[config.mk]
export PLATFORM = sky130hd
export DESIGN_NAME = interact_ctrl_flat
export DESIGN_NICKNAME = d
export VERILOG_FILES = /design/src/rtl/interact_pkg.sv /design/src/rtl/interact_if.sv /design/src/rtl/key_debounce.sv /design/src/rtl/interact_ctrl.sv /design/src/flat_wrapper.sv
export SDC_FILE = /design/constraint.sdc
export NUM_CORES = 1
export LEC_CHECK = 0
export CORE_MARGIN = 2
export CORE_UTILIZATION = 52
export CTS_CLUSTER_SIZE = 12
export DETAILED_ROUTE_END_ITERATION = 8
export GPL_TIMING_DRIVEN = 0
export PLACE_DENSITY = 0.95
export SYNTH_ARGS = -nofsm -noshare
export SYNTH_HDL_FRONTEND = slang
export SYNTH_SLANG_ARGS = --single-unit
[constraint.sdc]
create_clock -name clk -period 2.3 [get_ports clk]
set_input_delay 0.23 -clock clk [delete_from_list [all_inputs] [get_ports clk]]
set_output_delay 0.23 -clock clk [all_outputs]
set_load 0.01 [all_outputs]
[src/rtl/interact_pkg.sv]
// interact_pkg: shared mode, key, direction encodings for the 2048 interaction controller.
package interact_pkg;
   typedef enum logic [3:0] {
      M_IDLE  = 4'd0,
      M_PLAY  = 4'd1,
      M_PAUSE = 4'd2,
      M_WIN   = 4'd3,
      M_OVER  = 4'd4
   } mode_t;
   typedef enum logic [1:0] {D_UP = 2'd0, D_DOWN = 2'd1, D_LEFT = 2'd2, D_RIGHT = 2'd3} dir_t;
   localparam int K_UP      = 0;
   localparam int K_DOWN    = 1;
   localparam int K_LEFT    = 2;
   localparam int K_RIGHT   = 3;
   localparam int K_START   = 4;
   localparam int K_SELECT  = 5;
   localparam int K_PAUSE   = 6;
   localparam int K_RESTART = 7;
   localparam int WIN_EXP_DEF = 11;
endpackage

[src/rtl/interact_if.sv]
// interact_if: key bank and board inputs plus mode/board/move outputs of interact_ctrl.
interface interact_if #(
   parameter int N_BOARDS = 2,
   parameter int CELLS    = 16,
   parameter int CELL_W   = 4,
   parameter int SEL_W    = (N_BOARDS > 1) ? $clog2(N_BOARDS) : 1
);
   logic [7:0]                       key;
   logic [N_BOARDS*CELLS*CELL_W-1:0] boards;
   logic [N_BOARDS*CELLS-1:0]        judges;
   logic [3:0]                       mode;
   logic [SEL_W-1:0]                 sel;
   logic [CELLS*CELL_W-1:0]          num;
   logic [CELLS-1:0]                 judge;
   logic                             move_vld;
   logic [1:0]                       move_dir;
   logic                             new_game;
   modport master (output key, boards, judges,
                   input  mode, sel, num, judge, move_vld, move_dir, new_game);
   modport slave  (input  key, boards, judges,
                   output mode, sel, num, judge, move_vld, move_dir, new_game);
endinterface

[src/rtl/key_debounce.sv]
// key_debounce: 2-flop synchroniser plus counter debounce; pulses press on an accepted 0->1 flip.
module key_debounce #(
   parameter int DEB_CYC = 20000
) (
   input  logic clk,
   input  logic rst,
   input  logic raw,
   output logic level,
   output logic press
);
   localparam int CNT_W = $clog2(DEB_CYC);
   logic             r_s1, r_s2, r_lvl, r_press;
   logic [CNT_W-1:0] r_cnt;
   logic             w_flip;
   assign w_flip = (r_s2 != r_lvl) && (r_cnt == CNT_W'(DEB_CYC - 1));
   always_ff @(posedge clk) begin
      if (rst) begin
         r_s1    <= 1'b0;
         r_s2    <= 1'b0;
         r_lvl   <= 1'b0;
         r_press <= 1'b0;
         r_cnt   <= '0;
      end else begin
         r_s1    <= raw;
         r_s2    <= r_s1;
         r_cnt   <= (r_s2 == r_lvl || w_flip) ? '0 : r_cnt + CNT_W'(1);
         r_lvl   <= w_flip ? r_s2 : r_lvl;
         r_press <= w_flip & r_s2;
      end
   end
   assign level = r_lvl;
   assign press = r_press;
endmodule

[src/rtl/interact_ctrl.sv]
// interact_ctrl: debounced key events drive the game-mode FSM, board select and move requests.
module interact_ctrl
   import interact_pkg::*;
#(
   parameter int N_BOARDS = 2,
   parameter int CELLS    = 16,
   parameter int CELL_W   = 4,
   parameter int WIN_EXP  = WIN_EXP_DEF,
   parameter int DEB_CYC  = 20000
) (
   input logic       clk,
   input logic       rst,
   interact_if.slave io_bus
);
   localparam int SEL_W = (N_BOARDS > 1) ? $clog2(N_BOARDS) : 1;
   localparam int BW    = CELLS * CELL_W;
   logic [7:0]       w_lvl, w_press;
   mode_t            r_mode, w_mode_nxt;
   logic [SEL_W-1:0] r_sel, w_sel_nxt;
   logic [BW-1:0]    r_num;
   logic [CELLS-1:0] r_judge;
   logic             r_move_vld, r_new_game;
   dir_t             r_move_dir, w_dir;
   logic             w_restart, w_sp, w_select, w_dir_ev, w_win, w_over, w_move;
   for (genvar g = 0; g < 8; g++) begin : g_deb
      key_debounce #(.DEB_CYC(DEB_CYC)) u_deb (
         .clk  (clk),
         .rst  (rst),
         .raw  (io_bus.key[g]),
         .level(w_lvl[g]),
         .press(w_press[g])
      );
   end
   always_comb begin
      w_restart = w_press[K_RESTART];
      w_sp      = ~w_restart & (w_press[K_START] | w_press[K_PAUSE]);
      w_select  = ~w_restart & ~w_sp & w_press[K_SELECT];
      w_dir_ev  = ~w_restart & ~w_sp & ~w_press[K_SELECT] & (|w_press[K_RIGHT:K_UP]);
      w_dir     = w_press[K_UP] ? D_UP : w_press[K_DOWN] ? D_DOWN : w_press[K_LEFT] ? D_LEFT : D_RIGHT;
      w_win     = 1'b0;
      for (int i = 0; i < CELLS; i++)
         if (r_num[i*CELL_W +: CELL_W] == CELL_W'(WIN_EXP)) w_win = 1'b1;
      w_over     = ~|r_judge;
      w_mode_nxt = r_mode;
      if (w_restart) w_mode_nxt = M_IDLE;
      else
         case (r_mode)
            M_IDLE:  w_mode_nxt = (w_sp & w_press[K_START]) ? M_PLAY : M_IDLE;
            M_PLAY:  w_mode_nxt = w_win ? M_WIN : w_over ? M_OVER : (w_sp & w_press[K_PAUSE]) ? M_PAUSE : M_PLAY;
            M_PAUSE: w_mode_nxt = w_sp ? M_PLAY : M_PAUSE;
            default: w_mode_nxt = r_mode;
         endcase
      w_move    = w_dir_ev && r_mode == M_PLAY && w_mode_nxt == M_PLAY;
      w_sel_nxt = (w_select && (r_mode == M_IDLE || r_mode == M_PAUSE))
                ? ((r_sel == SEL_W'(N_BOARDS - 1)) ? '0 : r_sel + SEL_W'(1)) : r_sel;
   end
   always_ff @(posedge clk) begin
      if (rst) begin
         r_mode     <= M_IDLE;
         r_sel      <= '0;
         r_num      <= '0;
         r_judge    <= '0;
         r_move_vld <= 1'b0;
         r_move_dir <= D_UP;
         r_new_game <= 1'b0;
      end else begin
         r_mode     <= w_mode_nxt;
         r_sel      <= w_sel_nxt;
         r_num      <= io_bus.boards[r_sel*BW +: BW];
         r_judge    <= io_bus.judges[r_sel*CELLS +: CELLS];
         r_move_vld <= w_move;
         r_move_dir <= w_move ? w_dir : r_move_dir;
         r_new_game <= w_restart;
      end
   end
   assign io_bus.mode     = r_mode;
   assign io_bus.sel      = r_sel;
   assign io_bus.num      = r_num;
   assign io_bus.judge    = r_judge;
   assign io_bus.move_vld = r_move_vld;
   assign io_bus.move_dir = r_move_dir;
   assign io_bus.new_game = r_new_game;
endmodule
[src/flat_wrapper.sv]
// flat-port wrapper written by rule: the top's interface ports become plain ports
module interact_ctrl_flat import interact_pkg::*;
#(
   parameter int N_BOARDS = 2,
   parameter int CELLS    = 16,
   parameter int CELL_W   = 4,
   parameter int WIN_EXP  = WIN_EXP_DEF,
   parameter int DEB_CYC  = 20000
)
  (clk, rst, io_bus_key, io_bus_boards, io_bus_judges, io_bus_mode, io_bus_sel, io_bus_num, io_bus_judge, io_bus_move_vld, io_bus_move_dir, io_bus_new_game);
  interact_if #(.N_BOARDS(N_BOARDS), .CELLS(CELLS), .CELL_W(CELL_W)) io_bus_i ();
  input logic clk;
  input logic rst;
  input wire logic [$bits(io_bus_i.key)-1:0] io_bus_key;
  input wire logic [$bits(io_bus_i.boards)-1:0] io_bus_boards;
  input wire logic [$bits(io_bus_i.judges)-1:0] io_bus_judges;
  output wire logic [$bits(io_bus_i.mode)-1:0] io_bus_mode;
  output wire logic [$bits(io_bus_i.sel)-1:0] io_bus_sel;
  output wire logic [$bits(io_bus_i.num)-1:0] io_bus_num;
  output wire logic [$bits(io_bus_i.judge)-1:0] io_bus_judge;
  output wire logic [$bits(io_bus_i.move_vld)-1:0] io_bus_move_vld;
  output wire logic [$bits(io_bus_i.move_dir)-1:0] io_bus_move_dir;
  output wire logic [$bits(io_bus_i.new_game)-1:0] io_bus_new_game;
  assign io_bus_i.key = io_bus_key;
  assign io_bus_i.boards = io_bus_boards;
  assign io_bus_i.judges = io_bus_judges;
  assign io_bus_mode = io_bus_i.mode;
  assign io_bus_sel = io_bus_i.sel;
  assign io_bus_num = io_bus_i.num;
  assign io_bus_judge = io_bus_i.judge;
  assign io_bus_move_vld = io_bus_i.move_vld;
  assign io_bus_move_dir = io_bus_i.move_dir;
  assign io_bus_new_game = io_bus_i.new_game;
  interact_ctrl #(.N_BOARDS(N_BOARDS), .CELLS(CELLS), .CELL_W(CELL_W), .WIN_EXP(WIN_EXP), .DEB_CYC(DEB_CYC)) u_core (.clk(clk), .rst(rst), .io_bus(io_bus_i));
endmodule
==> metrics.txt, run 1 <==
GPL Wtd Cong 0.933; vias in the first global route ~8500; DRC Markers 0; CTS resizes 0; Detailed Route Iter0 Violations ~430; Final Cell Area 0.0131 sq mm; crit end category flip-flop; Synth cell types 40; WL final between 20 and 30 mm; area leader, netlist dfxtp_1; Slew HR approximately 52%; # fillers 1183; CP startpoint kind flip-flop; CP cell instances nand4b_1 > nand4_1 > nor4_4 > and4_4 > mux2_1; fin util roughly three quarters; final hold viol count 0; GRT Resource Usage Total 28.5%; crit path DAT roughly 2.4 ns; Clock Tree Buf Depth 3; share of the synthesized area in the top cell type about half; outcome finished, final reports clean; die area just under 0.02 sq mm; RR Endpoint u_core.io_bus.move_dir[1]$_SDFFE_PP0P_; R2R Setup Slk between 0.3 and 0.4 ns; Worst Tran Pin Value 0.725 ns; Final TNS setup 0 ns; Synth Cell Area 0.00947 sq mm; Fmax between 500 and 600 MHz; chip height approximately 140 um; core area 0.0179 sq mm; Hold/Removal Path Class input pin to flip-flop; first-pass iteration count of the detailed router 5; CP bufs+invs 0; max-cap viol count 0; # IOs 259; Sequential Area between 0.004 and 0.005 sq mm; count of final max-slew check failures 0; peak supply drop between 500 and 600 uV; Multi-input gate area 0.00444 sq mm; final setup fails 0; number of cell rows a little under 50; root buffer cell clkbuf_16; Area Overhead vs Synth 38.1%; Clock Pin Slew Worst Setup and Hold Paths ~0.06 ns; input/output buffers 258; Routed WL per cell ~19 um; Mapped Cells approximately 1000; Initial Util 52.9%; H-tree lvl count 1; hold_buf cts 0; PD cells slightly below 700 mW/mm^2; die width approximately 140 um; post-synthesis area per instance 9.55 sq um; Final Cycle Share between 80% and 90%; max incr delay on CP approximately 0.49 ns; min cycle time layout 1.98 ns; largest net degree at the start of global routing 13; synth warn 0; first-pass GRT wire length 44.2 mm; layout cell share with drive strength beyond 1 4.89%; Critical Path Stages 5; WP data required approximately 2.7 ns; Syn Nets about 1200; Via Count roughly 8300; postcts setup bufs 0; drt via density 5.45; RSZ-0062 raised after global routing no; WHS between 0.2 and 0.3 ns; CTS tree yes; leakage power approximately 4.6 nW; Post-Place Cell Area roughly 0.012 sq mm; antenna violations before repair 1; CP max-delay cell nor4_4; Critical path origin u_core.io_bus.num[30]$_SDFF_PP0_; clock sink count 241; cells taking the most area after synthesis dfxtp_1 (51%), mux2i_1 (9.4%), nor2_1 (9.4%); final net count 1455; cells on worst reg2reg path 5; Worst Setup EP u_core.io_bus.move_dir[1]$_SDFFE_PP0P_; hpwl dp around 21 mm; worst skew pair latency between 0.5 and 0.6 ns; Num CTS Buffers 25; antenna-violating nets left 0; sequential share of the synthesized area between 50% and 60%; grt total ovfl 0; Clock Skews about 0.016 ns; critical path's top delay family simple AND/OR/NAND/NOR gates; Crit Path Category flip-flop to flip-flop; RR Startpoint u_core.io_bus.num[30]$_SDFF_PP0_; Max FO, Critical Path 5; Yosys reg bits approximately 240
cells in the final DEF, fill, tap and decap left out, types with 2 or more instances in the layout:
| cell | netlist | layout |
|---|---|---|
| dfxtp_1 | 241 | 241 |
| a21oi_1 | 2 | 2 |
| clkbuf_1 | 12 | 19 |
| o21ai_0 | 2 | 2 |
| nand4b_1 | 17 | 17 |
| nor4_1 | 11 | 11 |
| nand3_1 | 38 | 38 |
| nand2_1 | 46 | 46 |
| and3_1 | 24 | 24 |
| nor2b_1 | 18 | 18 |
| clkdlybuf4s50_1 | 0 | 258 |
| nor4_2 | 3 | 3 |
| xor2_1 | 54 | 54 |
| clkbuf_16 | 0 | 25 |
| clkbuf_8 | 0 | 3 |
| nor2_2 | 4 | 4 |
| buf_2 | 14 | 14 |
| xnor2_1 | 59 | 59 |
| nor3_1 | 22 | 22 |
| mux2i_1 | 89 | 89 |
| clkinv_2 | 0 | 2 |
| nand2b_1 | 2 | 2 |
| nand4_1 | 31 | 31 |
| buf_1 | 2 | 2 |
| ha_1 | 8 | 8 |
| and4_1 | 4 | 4 |
| and2_1 | 3 | 3 |
| nor2_1 | 237 | 237 |
| nor4b_1 | 15 | 15 |
| o21a_1 | 2 | 2 |
| buf_4 | 3 | 3 |
| nand3_2 | 2 | 2 |
| inv_1 | 16 | 16 |
cells by family after synthesis:
kind of cell / synth area share [%]
multiplexers: 9.52
AO/OA/AOI/OAI: 0.608
XOR/XNOR: 10.4
flip-flops: 50.9
adder cells (fa/ha/maj): 1.06
AND/OR/NAND/NOR: 25.3
buffers and inverters: 2.17
synthesized netlist by cell type (all sizes together):
| master | count |
|---|---|
| a22oi | 1 |
| buf | 19 |
| and2 | 3 |
| nand3 | 40 |
| or3 | 1 |
| nor2b | 18 |
| nand3b | 1 |
| or4 | 1 |
| mux2 | 1 |
| a21oi | 2 |
| nor4 | 15 |
| mux2i | 89 |
| nor2 | 241 |
| and3 | 25 |
| nand2b | 2 |
| o31a | 1 |
| clkbuf | 12 |
| a31oi | 1 |
| nand2 | 46 |
| xnor2 | 59 |
| nand4b | 17 |
| inv | 16 |
| o21ai | 2 |
| nand4 | 32 |
| nor3 | 22 |
| ha | 8 |
| and4 | 5 |
| nor4b | 15 |
| dfxtp | 241 |
| o21a | 2 |
| xor2 | 54 |
cell type report:
cell class / instances / area share, %
Tap cell: 229 / 2.19
Antenna cell: 1 / 0.0191
Clock buffer: 35 / 5.30
Clock inverter: 4 / 0.373
Inverter: 16 / 0.459
Timing Repair Buffer: 258 / 19.7
Buffer: 31 / 1.11
Sequential cell: 241 / 36.9
Multi-Input combinational cell: 704 / 34.0
per-layer routing:
metal	vias up	share of wire [%]	track usage (%)	wire length [um]
met5	-	0	0	0
met4	0	3.6	11.4	1040
met3	74	5.8	4.94	1670
met2	311	52	53.4	15100
met1	3972	38	32.0	10900
li1	3925	-	-	-
state kept, by name (all words and copies together), names as in the netlist:
name,flops
u_core.g_deb.u_deb.r_cnt,120
u_core.io_bus.num,64
u_core.io_bus.judge,16
u_core.g_deb.u_deb.level,8
u_core.g_deb.u_deb.press,8
u_core.g_deb.u_deb.r_s1,8
u_core.g_deb.u_deb.r_s2,8
u_core.io_bus.mode,4
u_core.io_bus.move_dir,2
u_core.io_bus.move_vld,1
u_core.io_bus.new_game,1
u_core.io_bus.sel,1
per-stage QoR:
step                      total power [mW]  std cells  worst slack, ns
after floorplan                       4.59        992            0.631
after global placement                5.11       1479          -0.0468
after detailed placement              5.13       1479          -0.0792
after CTS                             8.83       1518            0.334
after global routing                  9.04       1519            0.123
final                                 8.83       1519            0.318
worst min-delay path by stage:
| stage | endpoint | slack [ns] | cells past startpoint | from |
|---|---|---|---|---|
| 6_report | u_core.g_deb[6].u_deb.r_s1$_SDFF_PP0_ | 0.27 | 2 | io_bus_key[6] |
| 5_1_grt | u_core.g_deb[3].u_deb.r_s1$_SDFF_PP0_ | 0.28 | 2 | io_bus_key[3] |
| 4_1_cts | u_core.g_deb[6].u_deb.r_s1$_SDFF_PP0_ | 0.26 | 2 | io_bus_key[6] |
| 3_5_place_dp | u_core.g_deb[4].u_deb.r_s2$_SDFF_PP0_ | 0.43 | 1 | u_core.g_deb[4].u_deb.r_s1$_SDFF_PP0_ |
| 3_3_place_gp | u_core.g_deb[0].u_deb.r_s2$_SDFF_PP0_ | 0.42 | 1 | u_core.g_deb[0].u_deb.r_s1$_SDFF_PP0_ |
| 2_1_floorplan | u_core.g_deb[0].u_deb.r_s1$_SDFF_PP0_ | 0.36 | 1 | io_bus_key[0] |
report_power, final:
| part | switching [mW] | leakage [nW] | internal, mW |
|---|---|---|---|
| clock network | 1.59 | 0.364 | 2.19 |
| logic | 0.269 | 2.25 | 0.446 |
| registers | 0.0692 | 1.97 | 4.27 |
| total | 1.93 | 4.58 | 6.90 |
Power figures use the tool's default switching activity.
==> inputs of run 2 (changes only) <==
Settings changed: ABC_AREA from default to 0, TNS_END_PERCENT from default to 10.
==> results of run 2 <==
No change in the layout: final DEF, timing and power equal those of run 1.
